$ cat config.mk
export PLATFORM = sky130hd
export DESIGN_NAME = reg_file_scoreboard_flat
export DESIGN_NICKNAME = d
export VERILOG_FILES = /design/src/rtl/reg_file_scoreboard_pkg.sv /design/src/rtl/reg_file_scoreboard_if.sv /design/src/rtl/reg_file_scoreboard_scoreboard_counters.sv /design/src/rtl/reg_file_scoreboard.sv /design/src/flat_wrapper.sv
export SDC_FILE = /design/constraint.sdc
export NUM_CORES = 2
export LEC_CHECK = 0
export ABC_AREA = 0
export CAP_MARGIN = 20
export CORE_MARGIN = 1.5
export CORE_UTILIZATION = 45
export DETAILED_ROUTE_END_ITERATION = 10
export PLACE_DENSITY = 0.57
export SKIP_CTS_REPAIR_TIMING = 1
export SYNTH_ARGS = -nofsm -noshare
export SYNTH_HDL_FRONTEND = slang
export SYNTH_SLANG_ARGS = --single-unit
$ cat constraint.sdc
create_clock -name clk -period 17.9 [get_ports clk]
set_clock_uncertainty 0.05 [all_clocks]
set_input_delay 5.37 -clock clk [delete_from_list [all_inputs] [get_ports clk]]
set_output_delay 5.37 -clock clk [all_outputs]
set_load 0.01 [all_outputs]
$ cat src/rtl/reg_file_scoreboard_pkg.sv
// Shared definitions for the register file / scoreboard slice.
// Holds the architectural sizing used by the interface, the top and the
// scoreboard counter block:
//   NUM_REGS   - number of architectural registers (x0 reads as zero)
//   XLEN       - register data width
//   REG_ADDR_W - register address width
//   CNT_W      - width of each pending-write counter
//   CNT_MAX    - saturation point of a counter (outstanding writes per reg)
package reg_file_scoreboard_pkg;

  localparam int NUM_REGS   = 32;
  localparam int XLEN       = 32;
  localparam int REG_ADDR_W = 5;
  localparam int CNT_W      = 2;

  localparam logic [CNT_W-1:0] CNT_MAX = '1;

endpackage

$ cat src/rtl/reg_file_scoreboard_if.sv
// Bus between decode/issue + write-back and the register file scoreboard.
//   master : the pipeline side (drives addresses, reservations, write-back)
//   slave  : the register file (returns read data, busy, issue_ready,
//            write_back_done, pending_any)
interface reg_file_scoreboard_if;
  import reg_file_scoreboard_pkg::*;

  // decode read side
  logic [REG_ADDR_W-1:0] rs1_addr;
  logic [REG_ADDR_W-1:0] rs2_addr;
  logic [XLEN-1:0]       rs1_data;
  logic [XLEN-1:0]       rs2_data;
  logic                  rs1_busy;
  logic                  rs2_busy;
  // issue reservation side
  logic                  issue_valid;
  logic [REG_ADDR_W-1:0] issue_dest;
  logic                  issue_ready;
  // write-back side
  logic                  write_enable;
  logic [REG_ADDR_W-1:0] write_reg;
  logic [XLEN-1:0]       write_data;
  logic                  write_back_done;
  // global control / status
  logic                  flush;
  logic                  pending_any;

  modport master (
    output rs1_addr, rs2_addr, issue_valid, issue_dest,
           write_enable, write_reg, write_data, flush,
    input  rs1_data, rs2_data, rs1_busy, rs2_busy, issue_ready,
           write_back_done, pending_any
  );

  modport slave (
    input  rs1_addr, rs2_addr, issue_valid, issue_dest,
           write_enable, write_reg, write_data, flush,
    output rs1_data, rs2_data, rs1_busy, rs2_busy, issue_ready,
           write_back_done, pending_any
  );

endinterface

$ cat src/rtl/reg_file_scoreboard_scoreboard_counters.sv
// Per-register pending-write counters (the scoreboard).
// Ports:
//   clk, reset          - clock, synchronous active-high reset
//   flush               - clears every reservation on the next edge
//   rs1_addr/rs2_addr   - decode read addresses, produce rs1_busy/rs2_busy
//   issue_valid/dest    - reservation request, issue_ready accepts it
//   write_enable/reg    - write-back release of one reservation
//   pending_any         - registered OR of all counters after update
module scoreboard_counters
  import reg_file_scoreboard_pkg::*;
(
  input  logic                  clk,
  input  logic                  reset,
  input  logic                  flush,
  input  logic [REG_ADDR_W-1:0] rs1_addr,
  input  logic [REG_ADDR_W-1:0] rs2_addr,
  input  logic                  issue_valid,
  input  logic [REG_ADDR_W-1:0] issue_dest,
  output logic                  issue_ready,
  input  logic                  write_enable,
  input  logic [REG_ADDR_W-1:0] write_reg,
  output logic                  rs1_busy,
  output logic                  rs2_busy,
  output logic                  pending_any
);

  logic [CNT_W-1:0] cnt      [NUM_REGS];
  logic [CNT_W-1:0] cnt_next [NUM_REGS];
  logic             any_next;
  logic             inc;
  logic             dec;
  logic             dest_dec;

  // A register is busy unless its only outstanding write is the one being
  // written back (and bypassed) this very cycle.
  function automatic logic busy_of(input logic [CNT_W-1:0]      c,
                                   input logic [REG_ADDR_W-1:0] addr,
                                   input logic                  we,
                                   input logic [REG_ADDR_W-1:0] wr);
    logic hit;
    hit = we && (wr == addr);
    if (addr == '0) return 1'b0;
    return (c > CNT_W'(1)) || ((c == CNT_W'(1)) && !hit);
  endfunction

  // A full counter can still accept a reservation when a write-back frees a
  // slot on the same register in the same cycle.
  always_comb begin
    dest_dec    = write_enable && (write_reg == issue_dest) && (cnt[issue_dest] != '0);
    issue_ready = !((cnt[issue_dest] == CNT_MAX) && !dest_dec);
  end

  always_comb begin
    rs1_busy = busy_of(cnt[rs1_addr], rs1_addr, write_enable, write_reg);
    rs2_busy = busy_of(cnt[rs2_addr], rs2_addr, write_enable, write_reg);
  end

  always_comb begin
    any_next = 1'b0;
    inc      = 1'b0;
    dec      = 1'b0;
    for (int r = 0; r < NUM_REGS; r++) begin
      inc = issue_valid && issue_ready && (issue_dest == REG_ADDR_W'(r));
      dec = write_enable && (write_reg == REG_ADDR_W'(r)) && (cnt[r] != '0);
      cnt_next[r] = cnt[r];
      if (r == 0)
        cnt_next[r] = '0;
      else if (inc && !dec)
        cnt_next[r] = cnt[r] + CNT_W'(1);
      else if (dec && !inc)
        cnt_next[r] = cnt[r] - CNT_W'(1);
      any_next = any_next || (cnt_next[r] != '0);
    end
  end

  // Counter state: reset and flush both drop every reservation; a flush
  // also swallows any same-cycle issue.
  always_ff @(posedge clk) begin
    if (reset || flush) begin
      for (int r = 0; r < NUM_REGS; r++) cnt[r] <= '0;
      pending_any <= 1'b0;
    end else begin
      for (int r = 0; r < NUM_REGS; r++) cnt[r] <= cnt_next[r];
      pending_any <= any_next;
    end
  end

endmodule

$ cat src/rtl/reg_file_scoreboard.sv
// Architectural integer register file with RAW scoreboard.
// Ports:
//   clk, reset - clock, synchronous active-high reset (clears data too)
//   bus        - slave side of reg_file_scoreboard_if:
//                two combinational read ports with write-back bypass,
//                one synchronous write port, issue reservations, flush,
//                write_back_done pulse and pending_any status.
module reg_file_scoreboard
  import reg_file_scoreboard_pkg::*;
(
  input  logic                 clk,
  input  logic                 reset,
  reg_file_scoreboard_if.slave bus
);

  logic [XLEN-1:0] regs [NUM_REGS];
  logic            wb_done_q;

  // Write port and write-back acknowledge
  always_ff @(posedge clk) begin
    if (reset) begin
      for (int r = 0; r < NUM_REGS; r++) regs[r] <= '0;
      wb_done_q <= 1'b0;
    end else begin
      if (bus.write_enable && (bus.write_reg != '0))
        regs[bus.write_reg] <= bus.write_data;
      wb_done_q <= bus.write_enable;
    end
  end

  assign bus.write_back_done = wb_done_q;

  // Read ports: x0 is forced to zero, then same-cycle write-back wins over
  // the array so a consumer sees the value in the cycle it is written.
  always_comb begin
    bus.rs1_data = regs[bus.rs1_addr];
    if (bus.rs1_addr == '0)
      bus.rs1_data = '0;
    else if (bus.write_enable && (bus.write_reg == bus.rs1_addr))
      bus.rs1_data = bus.write_data;

    bus.rs2_data = regs[bus.rs2_addr];
    if (bus.rs2_addr == '0)
      bus.rs2_data = '0;
    else if (bus.write_enable && (bus.write_reg == bus.rs2_addr))
      bus.rs2_data = bus.write_data;
  end

  scoreboard_counters u_counters (
    .clk          (clk),
    .reset        (reset),
    .flush        (bus.flush),
    .rs1_addr     (bus.rs1_addr),
    .rs2_addr     (bus.rs2_addr),
    .issue_valid  (bus.issue_valid),
    .issue_dest   (bus.issue_dest),
    .issue_ready  (bus.issue_ready),
    .write_enable (bus.write_enable),
    .write_reg    (bus.write_reg),
    .rs1_busy     (bus.rs1_busy),
    .rs2_busy     (bus.rs2_busy),
    .pending_any  (bus.pending_any)
  );

endmodule
$ cat src/flat_wrapper.sv
// flat-port wrapper written by rule: the top's interface ports become plain ports
module reg_file_scoreboard_flat import reg_file_scoreboard_pkg::*;
  (clk, reset, bus_rs1_addr, bus_rs2_addr, bus_issue_valid, bus_issue_dest, bus_write_enable, bus_write_reg, bus_write_data, bus_flush, bus_rs1_data, bus_rs2_data, bus_rs1_busy, bus_rs2_busy, bus_issue_ready, bus_write_back_done, bus_pending_any);
  reg_file_scoreboard_if bus_i ();
  input  logic clk;
  input  logic reset;
  input wire logic [$bits(bus_i.rs1_addr)-1:0] bus_rs1_addr;
  input wire logic [$bits(bus_i.rs2_addr)-1:0] bus_rs2_addr;
  input wire logic [$bits(bus_i.issue_valid)-1:0] bus_issue_valid;
  input wire logic [$bits(bus_i.issue_dest)-1:0] bus_issue_dest;
  input wire logic [$bits(bus_i.write_enable)-1:0] bus_write_enable;
  input wire logic [$bits(bus_i.write_reg)-1:0] bus_write_reg;
  input wire logic [$bits(bus_i.write_data)-1:0] bus_write_data;
  input wire logic [$bits(bus_i.flush)-1:0] bus_flush;
  output wire logic [$bits(bus_i.rs1_data)-1:0] bus_rs1_data;
  output wire logic [$bits(bus_i.rs2_data)-1:0] bus_rs2_data;
  output wire logic [$bits(bus_i.rs1_busy)-1:0] bus_rs1_busy;
  output wire logic [$bits(bus_i.rs2_busy)-1:0] bus_rs2_busy;
  output wire logic [$bits(bus_i.issue_ready)-1:0] bus_issue_ready;
  output wire logic [$bits(bus_i.write_back_done)-1:0] bus_write_back_done;
  output wire logic [$bits(bus_i.pending_any)-1:0] bus_pending_any;
  assign bus_i.rs1_addr = bus_rs1_addr;
  assign bus_i.rs2_addr = bus_rs2_addr;
  assign bus_i.issue_valid = bus_issue_valid;
  assign bus_i.issue_dest = bus_issue_dest;
  assign bus_i.write_enable = bus_write_enable;
  assign bus_i.write_reg = bus_write_reg;
  assign bus_i.write_data = bus_write_data;
  assign bus_i.flush = bus_flush;
  assign bus_rs1_data = bus_i.rs1_data;
  assign bus_rs2_data = bus_i.rs2_data;
  assign bus_rs1_busy = bus_i.rs1_busy;
  assign bus_rs2_busy = bus_i.rs2_busy;
  assign bus_issue_ready = bus_i.issue_ready;
  assign bus_write_back_done = bus_i.write_back_done;
  assign bus_pending_any = bus_i.pending_any;
  reg_file_scoreboard u_core (.clk(clk), .reset(reset), .bus(bus_i));
endmodule
==> results.cfg <==
[yosys]
synth-edff-count = 1024
synth_seq_cells = 1088
ys_seq_area_frac = 0.519
synth_top_area_share = 0.498
synth_area_leaders = edfxtp_1 (50%), mux4_2 (24%), and2_1 (10%)
yosys_warnings = 0
netlist_instances = 4218
avgSynthCellArea_um2 = 14.6
synthesis.area_um2 = 61700
synth_ff_type = edfxtp_1
synth_top_area_cell = edfxtp_1
synth_cell_type_count = 77
synth-async-reset-ratio = 0

[power]
ir_worst_vdd_uv = 84.7
pwr-share-comb = 0.133
seq_power_share = 0.479
p_sw_w = 0.00160
clkPwrFrac = 0.388
finalPower_w = 0.00623
switching_share = 0.257
powerDensity_nw_per_um2 = 90.5
power_leakage_nw = 22.8
internal_power_w = 0.00463

[timing]
hold_viol_final = 0
whs_ns = 0.618
setup_viol = 0
rsz0062_at_grt = no
period_needed_ns = 14.68
finalCritPeriodShare = 0.820
maxSlewViolCount = 0
relSlewSlack = 0.232
tightest_slew_ns = 1.15
clock.fmax_mhz = 68.1
tns_ns = 0

[worst_setup_path]
cp_cell_sequence = clkdlybuf4s50_1, xor2_1, nor4_1, nand3_4, a211oi_1, clkdlybuf4s50_1
max_stage_delay_ns = 0.84
cp_num_buf_inv = 2
critPathTopFamily = buffers and inverters
crit_arrival_ns = 9.26
required_ns = 12.48
critPathLaunchType = primary input
cp_max_fo = 66
path_class = primary input to output pin
r2r_slack_ns = 13.71
end_kind = output pin
crit_top_cell = clkdlybuf4s50_1
slowest_stage = clkdlybuf4s50_1

[clocking]
htree_levels = 3
insertion_delay_ns = 0.74
clock_sinks = 1088
clkSlewWorstSetupHoldPaths_ns = 0.06
cts_inserted_buffers = 120
cts_tree = done
cts_buffer_depth = 3
cts.root.buffer_cell = clkbuf_16

[detailed_routing]
drt-initial-drc-count = 5618
avgViaCountPerCell = 6.59
wl_per_cell_um = 35.8
dr.pass1.iters = 6
drc_errors = 0
antenna_left = 0
drt-total-wl_mm = 217
vias = 39898

[grt]
antenna_found_initial = 16
grt_pass1_wl_mm = 305
grt_pass1_vias = 38805
grt_max_degree = 121
grtUsageTotal = 0.310
overflow = 0

[floorplanning]
ioPinCount = 126
start_util = 0.455
rows = 135
die_w_um = 373
core_area_um2 = 136000
die_h_um = 373
dieArea_um2 = 139000

[finish]
fin_area_um2 = 68800
layout_commonest_cell = edfxtp_1
num-nets-final = 4251
layout_common_cells = edfxtp_1 (1024), and2_1 (1005), mux4_2 (664), nor2_1 (149), clkbuf_16 (123)
final_util = 0.507
layout-drive-gt1-share = 0.242
area_growth_pct = 11.5

[outcome]
status = finished, final reports clean

[placed_design]
portBuffers = 125
placed_cell_area_um2 = 65000
place_congestion = 0.833
hpwlAfterDp_mm = 116

[worst_hold_path]
hold_path.class = flop to flop

[flow_run]
drv_cap = 0
[metrics by stage]
| stage | setup WS, ns | cells |
|---|---|---|
| after floorplan | 4.57 | 4249 |
| after global placement | 2.97 | 5817 |
| after detailed placement | 3.08 | 5818 |
| after CTS | 3.05 | 6042 |
| after global routing | 3.02 | 6047 |
| final | 3.22 | 6054 |
[path summary, 6_finish.rpt]
kind,depth (start not counted),from,endpoint
min reg2reg,3,u_core.u_counters.cnt[17][1]$_SDFF_PP0_,u_core.u_counters.cnt[17][1]$_SDFF_PP0_
max reg2reg,10,u_core.u_counters.cnt[3][0]$_SDFF_PP0_,u_core.u_counters.pending_any$_SDFF_PP0_
max,6,bus_write_reg[1],bus_rs1_data[28]
min,3,u_core.u_counters.cnt[17][1]$_SDFF_PP0_,u_core.u_counters.cnt[17][1]$_SDFF_PP0_
[kinds of logic after synthesis]
group / after synthesis / synth area share
and+or+nand+nor: 1446 / 0.138
AOI/OAI and AO/OA: 270 / 0.0306
xor gates and xnor gates: 68 / 0.00965
adders and majority gates: 56 / 0.0103
buffers and inverters: 511 / 0.0318
DFF: 1088 / 0.519
other: 1 / 0.0000607
muxes: 778 / 0.261
[metal layers]
metal,GRT usage,wire length [um],vias to the layer above
met5,0,0,-
met4,0.0973,7160,0
met3,0.0543,19600,384
met2,0.500,104000,2260
met1,0.430,86700,21135
li1,-,-,16119
[sequential cells by signal, indices dropped and copies added, names as in the netlist]
register                       count
u_core.bus.write_back_done         1
u_core.regs                     1024
u_core.u_counters.cnt             62
u_core.u_counters.pending_any      1
[worst register-to-register path, cell delays in order, from the launching register on]
cell and delay [ns]:
dfxtp_1 0.47, mux2i_1 0.13, mux4_2 0.47, mux2i_1 0.32
nand3_1 0.72, and3_1 0.51, xnor2_1 0.23, nor4_1 0.39
nand4_1 0.27, nor4_2 0.35, a31oi_1 0.13
[synth_stat cells, drive strengths merged (19+ instances only)]
cell and instances:
edfxtp 1024, and2 1005, mux4 664, clkbuf 336
nor2 181, mux2i 111, a211oi 103, buf 96
inv 79, dfxtp 64, xnor2 55, nand2 50
a21oi 48, nor3 36, ha 31, o21ai 31
nor2b 29, maj3 25, or2 25, nand3 19
[layout make-up]
class	instances	area (um2)
antenna	8	20.0
sequential	1088	32000
tap	1781	2230
multi-input combinational	2650	28300
clock buffer	150	3160
fill	11284	67000
inverter	79	297
clock inverter	74	581
timing repair buffer	224	2210
[power groups by stage]
stage | Sequential, W | Combinational (W) | Clock (W)
final | 0.00298 | 0.000831 | 0.00241
after global placement | 0.00303 | 0.000823 | 0
after CTS | 0.00298 | 0.000826 | 0.00243
after detailed placement | 0.00303 | 0.000823 | 0
after global routing | 0.00300 | 0.000860 | 0.00252
after floorplan | 0.00301 | 0.000503 | 0
Power figures use the tool's default switching activity.
